<file path="src/rtl/arithmetic_pkg.sv">
// Shared opcode encodings, FSM states and the code-legality check
// for the pipelined RV ALU with the M-extension.
package arithmetic_pkg;

  typedef enum logic [2:0] {
    F3_ADD_SUB = 3'd0,
    F3_SLL     = 3'd1,
    F3_SLT     = 3'd2,
    F3_SLTU    = 3'd3,
    F3_XOR     = 3'd4,
    F3_SRL_SRA = 3'd5,
    F3_OR      = 3'd6,
    F3_AND     = 3'd7
  } funct3_e;

  typedef enum logic [2:0] {
    M_MUL    = 3'd0,
    M_MULH   = 3'd1,
    M_MULHSU = 3'd2,
    M_MULHU  = 3'd3,
    M_DIV    = 3'd4,
    M_DIVU   = 3'd5,
    M_REM    = 3'd6,
    M_REMU   = 3'd7
  } m_funct3_e;

  localparam logic [6:0] F7_BASE   = 7'h00;
  localparam logic [6:0] F7_ALT    = 7'h20;
  localparam logic [6:0] F7_MULDIV = 7'h01;

  typedef enum logic [1:0] {
    ST_IDLE = 2'd0,
    ST_CALC = 2'd1,
    ST_FIX  = 2'd2
  } md_state_e;

  function automatic logic code_is_legal(input logic [6:0] f7, input logic [2:0] f3,
                                         input logic en_m);
    case (f7)
      F7_BASE:   return 1'b1;
      F7_ALT:    return (f3 == F3_ADD_SUB) || (f3 == F3_SRL_SRA);
      F7_MULDIV: return en_m;
      default:   return 1'b0;
    endcase
  endfunction

endpackage

</file>
<file path="src/rtl/arithmetic_muldiv.sv">
// Iterative multiply/divide engine: one shift-add or restoring-subtract step
// per cycle on operand magnitudes, then a sign fix in the FIX state.
module arithmetic_muldiv
  import arithmetic_pkg::*;
#(
  parameter int XLEN = 32
) (
  input  logic            clk,
  input  logic            rst_n,
  input  logic            i_start,
  input  logic [XLEN-1:0] i_lhs,
  input  logic [XLEN-1:0] i_rhs,
  input  logic [2:0]      i_op,
  output logic            o_busy,
  output logic            o_done,
  output logic [XLEN-1:0] o_result
);

  localparam int CW = $clog2(XLEN);

  md_state_e       r_state, w_state_next;
  m_funct3_e       r_op;
  logic [CW-1:0]   r_cnt;
  logic [XLEN-1:0] r_hi, r_lo, r_b;
  logic            r_neg;

  logic            w_a_signed, w_b_signed, w_a_neg, w_b_neg;
  logic [XLEN-1:0] w_a_mag, w_b_mag;
  logic [XLEN:0]   w_mul_sum, w_div_shift, w_div_diff;
  logic            w_div_ge;
  logic [2*XLEN-1:0] w_prod, w_prod_fix;

  assign w_a_signed = (i_op == M_MULH) || (i_op == M_MULHSU) || (i_op == M_DIV) || (i_op == M_REM);
  assign w_b_signed = (i_op == M_MULH) || (i_op == M_DIV) || (i_op == M_REM);
  assign w_a_neg    = w_a_signed && i_lhs[XLEN-1];
  assign w_b_neg    = w_b_signed && i_rhs[XLEN-1];
  assign w_a_mag    = w_a_neg ? -i_lhs : i_lhs;
  assign w_b_mag    = w_b_neg ? -i_rhs : i_rhs;

  // r_hi accumulates the partial product / remainder, r_lo holds multiplier / quotient bits.
  assign w_mul_sum   = {1'b0, r_hi} + (r_lo[0] ? {1'b0, r_b} : '0);
  assign w_div_shift = {r_hi, r_lo[XLEN-1]};
  assign w_div_diff  = w_div_shift - {1'b0, r_b};
  // Partial remainder is always below r_b, so the top bit of the difference is a pure borrow.
  assign w_div_ge    = ~w_div_diff[XLEN];

  assign w_prod     = {r_hi, r_lo};
  assign w_prod_fix = r_neg ? -w_prod : w_prod;

  always_ff @(posedge clk or negedge rst_n) begin
    if (!rst_n) r_state <= ST_IDLE;
    else        r_state <= w_state_next;
  end

  always_comb begin
    w_state_next = r_state;
    case (r_state)
      ST_IDLE: if (i_start) w_state_next = ST_CALC;
      ST_CALC: if (r_cnt == CW'(XLEN - 1)) w_state_next = ST_FIX;
      ST_FIX:  w_state_next = ST_IDLE;
      default: w_state_next = ST_IDLE;
    endcase
  end

  always_ff @(posedge clk or negedge rst_n) begin
    if (!rst_n) begin
      r_op  <= M_MUL;
      r_cnt <= '0;
      r_hi  <= '0;
      r_lo  <= '0;
      r_b   <= '0;
      r_neg <= 1'b0;
    end else begin
      case (r_state)
        ST_IDLE: begin
          if (i_start) begin
            r_op  <= m_funct3_e'(i_op);
            r_cnt <= '0;
            r_hi  <= '0;
            r_lo  <= w_a_mag;
            r_b   <= w_b_mag;
            r_neg <= (i_op == M_REM) ? w_a_neg : (w_a_neg ^ w_b_neg);
          end
        end
        ST_CALC: begin
          r_cnt <= r_cnt + 1'b1;
          if (r_op[2]) begin
            r_hi <= w_div_ge ? w_div_diff[XLEN-1:0] : w_div_shift[XLEN-1:0];
            r_lo <= {r_lo[XLEN-2:0], w_div_ge};
          end else begin
            r_hi <= w_mul_sum[XLEN:1];
            r_lo <= {w_mul_sum[0], r_lo[XLEN-1:1]};
          end
        end
        default: ;
      endcase
    end
  end

  always_comb begin
    o_result = '0;
    case (r_op)
      M_MUL:                     o_result = w_prod_fix[XLEN-1:0];
      M_MULH, M_MULHSU, M_MULHU: o_result = w_prod_fix[2*XLEN-1:XLEN];
      M_DIV, M_DIVU:             o_result = r_neg ? -r_lo : r_lo;
      default:                   o_result = r_neg ? -r_hi : r_hi;
    endcase
  end

  assign o_busy = (r_state != ST_IDLE);
  assign o_done = (r_state == ST_FIX);

endmodule

</file>
<file path="src/rtl/arithmetic_pipelined.sv">
// Execute-stage ALU: single-cycle base ops and M-extension special cases,
// iterative mul/div via arithmetic_muldiv, registered result with ready/valid.
module arithmetic_pipelined
  import arithmetic_pkg::*;
#(
  parameter int XLEN           = 32,
  parameter bit ENABLE_M       = 1'b1,
  parameter bit SHIFT_SATURATE = 1'b1
) (
  input  logic            clk,
  input  logic            rst,
  input  logic [XLEN-1:0] lhs,
  input  logic [XLEN-1:0] rhs,
  input  logic [2:0]      operation,
  input  logic [6:0]      metadata,
  input  logic            in_valid,
  output logic            in_ready,
  output logic [XLEN-1:0] result,
  output logic            arithmetic_code_valid,
  output logic            result_valid,
  input  logic            result_ready
);

  localparam int SW = $clog2(XLEN);

  logic [XLEN-1:0] r_result;
  logic            r_result_valid, r_code_valid;

  logic            w_accept, w_legal, w_is_m, w_div_zero, w_div_ovf, w_special, w_iterate;
  logic            w_md_busy, w_md_done, w_shift_big;
  logic [SW-1:0]   w_shamt;
  logic [XLEN-1:0] w_alu, w_load_val, w_md_result;

  assign w_legal    = code_is_legal(metadata, operation, ENABLE_M);
  assign w_is_m     = w_legal && (metadata == F7_MULDIV);
  assign w_div_zero = operation[2] && (rhs == '0);
  assign w_div_ovf  = operation[2] && !operation[0] && (rhs == '1) &&
                      (lhs == {1'b1, {(XLEN-1){1'b0}}});
  assign w_special  = w_div_zero || w_div_ovf;
  assign w_iterate  = w_is_m && !w_special;

  // rst gates in_ready so nothing is accepted while reset is held.
  assign in_ready = rst && !w_md_busy && (!r_result_valid || result_ready);
  assign w_accept = in_valid && in_ready;

  assign w_shamt     = rhs[SW-1:0];
  assign w_shift_big = SHIFT_SATURATE && (|rhs[XLEN-1:SW]);

  always_comb begin
    w_alu = '0;
    case (funct3_e'(operation))
      F3_ADD_SUB: w_alu = (metadata == F7_ALT) ? lhs - rhs : lhs + rhs;
      F3_SLL:     w_alu = w_shift_big ? '0 : lhs << w_shamt;
      F3_SLT:     w_alu = {{(XLEN-1){1'b0}}, $signed(lhs) < $signed(rhs)};
      F3_SLTU:    w_alu = {{(XLEN-1){1'b0}}, lhs < rhs};
      F3_XOR:     w_alu = lhs ^ rhs;
      F3_SRL_SRA: begin
        if (metadata == F7_ALT) w_alu = w_shift_big ? {XLEN{lhs[XLEN-1]}} : $signed(lhs) >>> w_shamt;
        else                    w_alu = w_shift_big ? '0 : lhs >> w_shamt;
      end
      F3_OR:      w_alu = lhs | rhs;
      F3_AND:     w_alu = lhs & rhs;
      default:    w_alu = '0;
    endcase
  end

  // operation[1] separates REM/REMU from DIV/DIVU in the special-case results.
  always_comb begin
    w_load_val = '0;
    if (!w_legal)        w_load_val = '0;
    else if (!w_is_m)    w_load_val = w_alu;
    else if (w_div_zero) w_load_val = operation[1] ? lhs : '1;
    else                 w_load_val = operation[1] ? '0 : lhs;
  end

  arithmetic_muldiv #(
    .XLEN(XLEN)
  ) u_muldiv (
    .clk     (clk),
    .rst_n   (rst),
    .i_start (w_accept && w_iterate),
    .i_lhs   (lhs),
    .i_rhs   (rhs),
    .i_op    (operation),
    .o_busy  (w_md_busy),
    .o_done  (w_md_done),
    .o_result(w_md_result)
  );

  always_ff @(posedge clk or negedge rst) begin
    if (!rst) begin
      r_result       <= '0;
      r_result_valid <= 1'b0;
      r_code_valid   <= 1'b0;
    end else if (w_accept && !w_iterate) begin
      r_result       <= w_load_val;
      r_result_valid <= 1'b1;
      r_code_valid   <= w_legal;
    end else if (w_md_done) begin
      r_result       <= w_md_result;
      r_result_valid <= 1'b1;
      r_code_valid   <= 1'b1;
    end else if (result_ready) begin
      r_result_valid <= 1'b0;
    end
  end

  assign result                = r_result;
  assign result_valid          = r_result_valid;
  assign arithmetic_code_valid = r_code_valid;

endmodule

</file>
<file path="config.mk">
export PLATFORM = sky130hd
export DESIGN_NAME = arithmetic_pipelined
export DESIGN_NICKNAME = d
export VERILOG_FILES = /design/src/rtl/arithmetic_pkg.sv /design/src/rtl/arithmetic_muldiv.sv /design/src/rtl/arithmetic_pipelined.sv
export SDC_FILE = /design/constraint.sdc
export NUM_CORES = 1
export LEC_CHECK = 0
export ABC_AREA = 1
export CORE_UTILIZATION = 30
export DETAILED_ROUTE_END_ITERATION = 7
export GPL_TIMING_DRIVEN = 0
export PLACE_DENSITY = 0.47
export SYNTH_ARGS = -nofsm -noshare
export SYNTH_HDL_FRONTEND = slang
export SYNTH_SLANG_ARGS = --single-unit
</file>
<file path="constraint.sdc">
create_clock -name clk -period 3.7 [get_ports clk]
set_input_delay 0.74 -clock clk [delete_from_list [all_inputs] [get_ports clk]]
set_output_delay 0.74 -clock clk [all_outputs]
set_load 0.01 [all_outputs]
</file>
======== After elaboration in Yosys (flattened, before gate mapping) ========
Index checks and enable logic that the tools add are counted.
word-level totals
  bits of input ports ..................... 78
  flip-flop bits (word level) ............. 141
  logic and storage cells ................. 132
  output and inout bits ................... 35
operators by class
  add/sub/neg operators ................... 10
  shift operators ......................... 3
  magnitude comparators ................... 2
  multiplexer cells ....................... 39
  eq/ne operators ......................... 21
  bitwise operators ....................... 5
  reductions and logical operators ........ 42
operators by type and width
  cell                    number
  $mux W32                22
  $pmux W32 S8            1
  $neg A32 Y32            4
  $pmux W32 S2            2
  $pmux W32 S3            1
  $eq A32 B32 Y1 const B  2
  $lt A32 B32 Y1          2
  $mux W64                1
  $neg A64 Y64            1
  $add A32 B33 Y33        1
  $sub A33 B32 Y33        1
  $add A32 B32 Y32        1
  $and A32 B32 Y32        1
  $logic_not A32 Y1       1
  $or A32 B32 Y32         1
  $shl A32 B5 Y32         1
  $shr A32 B5 Y32         1
  $sshr A32 B5 Y32        1
  $sub A32 B32 Y32        1
  $xor A32 B32 Y32        1
  $reduce_or A27 Y1       1
  $eq A3 B3 Y1 const B    6
  $logic_and A1 B1 Y1     13
  $eq A3 B2 Y1 const B    4
  other kinds (26)        51

======== Depth between registers and ports, before layout ========
Gate-level depths: netlist of run 1.
  word-level depth ........................ 10
  depth in mapped cells ................... 23
  gate-level depth less buffers ........... 21

======== Modules after synthesis ========
From an unflattened synthesis of run 1, not the netlist that was laid out.
unflattened totals
  cells, all modules ...................... 5160
  area, all modules ....................... 27343.7 um^2
modules (own cells, without submodules)
  module                area each (um^2)  cells an instance  times used
  arithmetic_muldiv     15315.9           2781               1
  arithmetic_pipelined  12027.8           2379               1

======== Worst setup path after synthesis of run 1 ========
No wires, ideal clock.
  path type ............................... input to register
  start point ............................. input rhs[2]
  end point ............................... register r_result[7], in the netlist result[7]
  data required time ...................... 3.623 ns
  path buffers ............................ 4
  setup time .............................. 0.077 ns
  data arrival time ....................... 3.088 ns
  slack ................................... 0.535 ns
  stages .................................. 18
  cell sequence ........................... buf_4 > inv_2 > clkbuf_1 > buf_2 > ha_1 > clkbuf_1 > a21oi_1 > nand2_1 > nand2_1 > nand2_1 > nand2_1 > o21ai_0 > or2_2 > nand3_1 > nand2_1 > nand2_1 > nand2_1 > a21oi_1
between the ends
  longest elaborated chain between the ends .. 9
  elaborated cells on any way between the ends .. 26
  classes of those cells .................. 2 x add/sub; 1 x eq/ne; 3 x shift; 10 x mux; 10 x reduce/logical
ends and longest elaborated chain
  element                                                                   RTL line                     text
  start, declared                                                           arithmetic_pipelined.sv:13   input logic [XLEN-1:0] rhs,
  parallel branches: the longest is 9 deep, another holds $add A32 B32 Y32  n/a
  end signal, assigned                                                      arithmetic_pipelined.sv:96   r_result <= w_load_val;
  end signal, assigned                                                      arithmetic_pipelined.sv:100  r_result <= w_md_result;
  end, declared                                                             arithmetic_pipelined.sv:26   logic [XLEN-1:0] r_result;
Several ways; the timed one is not identified.
A chain may end at the register's enable or synchronous reset.

======== Worst setup path in the final report of run 1 ========
  start point ............................. input rhs[24]
  end point ............................... register r_result[3], in the netlist result[3]
between the ends
  longest elaborated chain between the ends .. 9
  elaborated cells on any way between the ends .. 21
  classes of those cells .................. 1 x eq/ne; 9 x mux; 11 x reduce/logical
ends and longest elaborated chain
  element
  parallel branches: the longest is 9 deep, another holds $mux W32
Several ways; the timed one is not identified.

==> impl_metrics.tcl, run 1 <==
set metrics [dict create \
    ant_nets 0 \
    hold_violations 0 \
    synth.area.top_cells "nand2_1 (22%), dfrtp_1 (13%), nand3_1 (9.9%)" \
    io_pins 113 \
    nFillCells 10100 \
    fp.coreArea_um2 85700 \
    synth_top_area_share_pct 21.9 \
    violations "setup timing" \
    async_reset_ff_share_pct 100 \
    die_h_um 297 \
    synth_warnings 0 \
    max_cap_violations 0 \
    cp_cell_sequence "dlygate4sd2_1 -> inv_1 -> nand2_1 -> nor2_1 -> nand4_1 -> inv_1 -> nand2_1 -> nand3_2 -> buf_2 -> nand2_1 -> nand2_1 -> nand2_1 -> nand2_1 -> nand2_1 -> nand3_1 -> nand2_1" \
    fmax_ghz 0.264 \
    critPathLaunchType "primary input" \
    clk_latency_ps 500 \
    status "complete, but fails checks" \
    critPathSlowestCell "dlygate4sd2_1" \
    leakage_uw 0.0146 \
    grt_antenna_before_repair 7 \
    place_ws_ps -1900 \
    ir_drop_uv 421 \
    ys_top_cells_by_count "nand2_1 (1527), inv_1 (554), nor2_1 (517), nand3_1 (516), o21ai_0 (418)" \
    ys_ff_latch 141 \
    cp_top_family "simple AND/OR/NAND/NOR gates" \
    rrSetupSlack_ps 50 \
    grt.overflow.total 0 \
    holdWs_ps 130 \
    power.switching_uw 9300 \
    cts-htree-levels 4 \
    avgSynthCellArea_um2 5.36 \
    gp_congestion 1.02 \
    synth_area_um2 26100 \
    die_x_um 297 \
    crit_type "primary input to register" \
    relSlewSlack_pct 7.76 \
    r2r_end "result[21]" \
    clock-skew-final_ps 21.2 \
    end_kind "register" \
    wire_per_inst_um 29.6 \
    grt_max_degree 104 \
    reg2reg_from "u_muldiv.r_hi[8]" \
    combPwrFrac_pct 68.7 \
    placed_cells 6135 \
    rsz0062_at_grt "yes" \
    max-clock-path-buffers 2 \
    cp_num_buf_inv 4 \
    total_power_uw 15200 \
    synthCells 4880 \
    setup_violations 2 \
    register_area_um2 3530 \
    cts_made_buffers 17 \
    max_stage_delay_ps 640 \
    critical_path_arrival_ps 4220 \
    crit_fanout 10 \
    viasPerCell 5.72 \
    cpMostUsedCell "nand2_1" \
    period_minus_slack_ps 3800 \
    synth.most_common_cell "nand2_1" \
    path_clk_slew_ps 80 \
    dpl_cell_area_um2 28700 \
    drv_slew 0 \
    design.die.area_um2 88300 \
    drc 0 \
    tightest_slew_ps 1380 \
    yosysUniqueCellTypes 57 \
    yosysTopAreaCell "nand2_1" \
    finalNetCount 5253 \
    p_per_area_nw_per_um2 510 \
    final_layout_size_suffix_gt1_share_pct 5.43 \
    wl_um 182000 \
    grt_first_pass_wirelength_um 252000 \
    syn_to_final_growth_pct 13.8 \
    dp_hpwl_um 153000 \
    dr.pass1.iters 6 \
    finalCritPeriodShare_pct 103 \
    cts_tree "built" \
    postLayoutCellArea_um2 29700 \
    ff2ff_path_depth 10 \
    worstPathRequired_ps 4120 \
    syn_nets 5130 \
    fin_cells 6159 \
    yosys_most_used_dff "dfrtp_1" \
    switching_share_pct 61.3 \
    cts_sinks 141 \
    rows 107 \
    intPower_uw 5860 \
    clk_root_buffer_cell "clkbuf_16" \
    portBuffers 110 \
    multi_input_area_um2 19900 \
    seq_area_frac_synth_pct 13.5 \
    grt_use_total_pct 40.1 \
    clkPwrFrac_pct 11.1 \
    vias 35200 \
    seqPwrFrac_pct 20.2 \
    synth_edf_count 0 \
    grt_pass1_vias 33100 \
    initial_core_util_pct 30.5 \
    worst_slack_ps -95.0 \
    drt_iter0_markers 3878 \
    hold_class "primary input to async pin" \
]
[cells in the final DEF, fill, tap and decap left out, drive strengths merged, types with 8 or more instances in the layout]
cell / instances
nand2: 1533
inv: 562
nor2: 528
nand3: 518
o21ai: 438
a21oi: 328
ha: 168
clkbuf: 157
dfrtp: 141
xor2: 78
buf: 76
clkdlybuf4s50: 65
nor3: 61
nand4: 56
o211ai: 41
a31oi: 38
clkdlybuf4s15: 23
o21bai: 20
o221ai: 19
o22ai: 14
or2: 14
a21o: 12
xnor2: 12
nand3b: 11
clkinv: 11
and2: 10
clkinvlp: 9
o21a: 8
dlygate4sd2: 8
[kinds of logic after synthesis]
family | after synthesis | share of synthesized area [%]
adder cells (fa/ha/maj) | 177 | 8.54
AND/OR/NAND/NOR | 2743 | 43.6
AO/OA/AOI/OAI | 942 | 19.6
XOR/XNOR | 90 | 3.02
flip-flops | 141 | 13.5
buffers and inverters | 784 | 11.6
multiplexers | 3 | 0.115
[worst max path at each step]
stage                                  from                 to  slack (ps)  cells after the start
after floorplan                      rhs[2]          result[7]         530                     18
final                               rhs[24]          result[3]        -100                     16
after global placement                  rst         result[25]       -6190                     11
after global routing                rhs[24]         result[30]        -120                     20
after CTS                 u_muldiv.r_lo[31]  u_muldiv.r_hi[21]         -40                     21
after detailed placement             rhs[1]         result[25]       -1900                     19
[repair_timing]
action | in CTS | in global routing
cloned | 0 | 0
pin swaps | 5 | 1
setup buffers | 10 | 2
hold buffers | 0 | 0
resized for setup | 199 | 98
endpoints found under the setup margin | 140 | 87
[per-stage QoR]
stage,util [%],setup TNS (ps)
2_1_floorplan,-,0
3_3_place_gp,33.5,-1457850
3_5_place_dp,33.5,-192200
4_1_cts,34.5,-102
5_1_grt,34.7,-126
6_report,34.7,-107
[registers in the layout (all words and copies together), names as in the netlist]
name / cells
arithmetic_code_valid: 1
result: 32
result_valid: 1
u_muldiv.r_b: 32
u_muldiv.r_cnt: 5
u_muldiv.r_hi: 32
u_muldiv.r_lo: 32
u_muldiv.r_neg: 1
u_muldiv.r_op: 3
u_muldiv.r_state: 2
[area by class of cell]
class	instances	area share, %
Clock inverter	10	0.315
Clock buffer	19	1.46
Buffer	192	3.02
Inverter	573	7.35
Timing Repair Buffer	123	4.10
Tap cell	1144	4.81
Multi-Input combinational cell	3955	67.1
Sequential cell	141	11.9
Antenna cell	2	0.0168
[power groups by stage]
stage | clock, uW | combinational, uW | sequential [uW]
floorplan | 0 | 6080 | 2470
global placement | 0 | 9980 | 3050
detailed placement | 0 | 9920 | 3050
CTS | 1710 | 10100 | 3020
global route | 1770 | 11200 | 3040
finish | 1690 | 10400 | 3060
[routing by layer]
metal / track usage (%) / wire [um]
met5: 0 / 35
met4: 26.7 / 14200
met3: 6.03 / 12600
met2: 63.4 / 80100
met1: 50.5 / 75400
Power figures use the tool's default switching activity.
==> inputs of run 2 (changes only) <==
- CORE_UTILIZATION: 30 -> 64
- PLACE_DENSITY: 0.47 -> 0.86
==> run 2 against run 1 <==
- the flow now stops in 5_1_grt
- synthesized area unchanged
- synthesized cell count unchanged
==> impl_metrics.tcl, run 2 <==
set metrics [dict create \
    ys_ff_latch 141 \
    gp_congestion 1.29 \
    avgSynthCellArea_um2 5.36 \
    synth_warnings 0 \
    synth.area.top_cells "nand2_1 (22%), dfrtp_1 (13%), nand3_1 (9.9%)" \
    async_reset_ff_share_pct 100 \
    grt.overflow.total 21 \
    dpl_cell_area_um2 27900 \
    ctsHoldBuffers 0 \
    synth_area_um2 26100 \
    grt_max_degree 88 \
    dp_hpwl_um 109000 \
    yosysUniqueCellTypes 57 \
    synthCells 4880 \
    rows 73 \
    seq_area_frac_synth_pct 13.5 \
    error_line "[ERROR GRT-0116] Global routing finished with congestion. Check the congestion regions in the DRC Viewer." \
    ys_top_cells_by_count "nand2_1 (1527), inv_1 (554), nor2_1 (517), nand3_1 (516), o21ai_0 (418)" \
    yosysTopAreaCell "nand2_1" \
    yosys_most_used_dff "dfrtp_1" \
    grt_first_pass_wirelength_um 223000 \
    max-clock-path-buffers 2 \
    placed_cells 5516 \
    io_pins 113 \
    grt_use_total_pct 71.7 \
    synth.most_common_cell "nand2_1" \
    stop_stage "5_1_grt" \
    synth_edf_count 0 \
    die_x_um 204 \
    syn_nets 5130 \
    die_h_um 204 \
    portBuffers 110 \
    synth_top_area_share_pct 21.9 \
    cts_sinks 141 \
    cts_made_buffers 17 \
    initial_core_util_pct 65.3 \
    status "did not finish" \
    cts-htree-levels 4 \
    clk_root_buffer_cell "clkbuf_16" \
    grt_pass1_vias 35600 \
]
==> run 2: through the flow <==
| step | setup WS (ps) | TNS [ps] |
|---|---|---|
| after floorplan | 535 | 0 |
| after global placement | -6850 | -1440210 |
| after detailed placement | -1380 | -144270 |
| after CTS | 2.08 | 0 |
==> run 2: timing repair <==
item                                    CTS
cloned                                    0
resized for setup                        72
endpoints found under the setup margin  140
setup buffers                             3
pin swaps                                 1
==> run 2: routing by layer <==
metal,GRT usage (%),GRT overflow
met1,75.1,0
met2,90.1,6
met3,50.7,0
met4,70.4,15
met5,10.0,0
==> run 2: kinds of logic after synthesis <==
family	count (synthesis)	share of synthesized area, %
AO/OA/AOI/OAI	942	19.6
XOR/XNOR	90	3.02
adder cells (fa/ha/maj)	177	8.54
buffers and inverters	784	11.6
flip-flops	141	13.5
multiplexers	3	0.115
AND/OR/NAND/NOR	2743	43.6
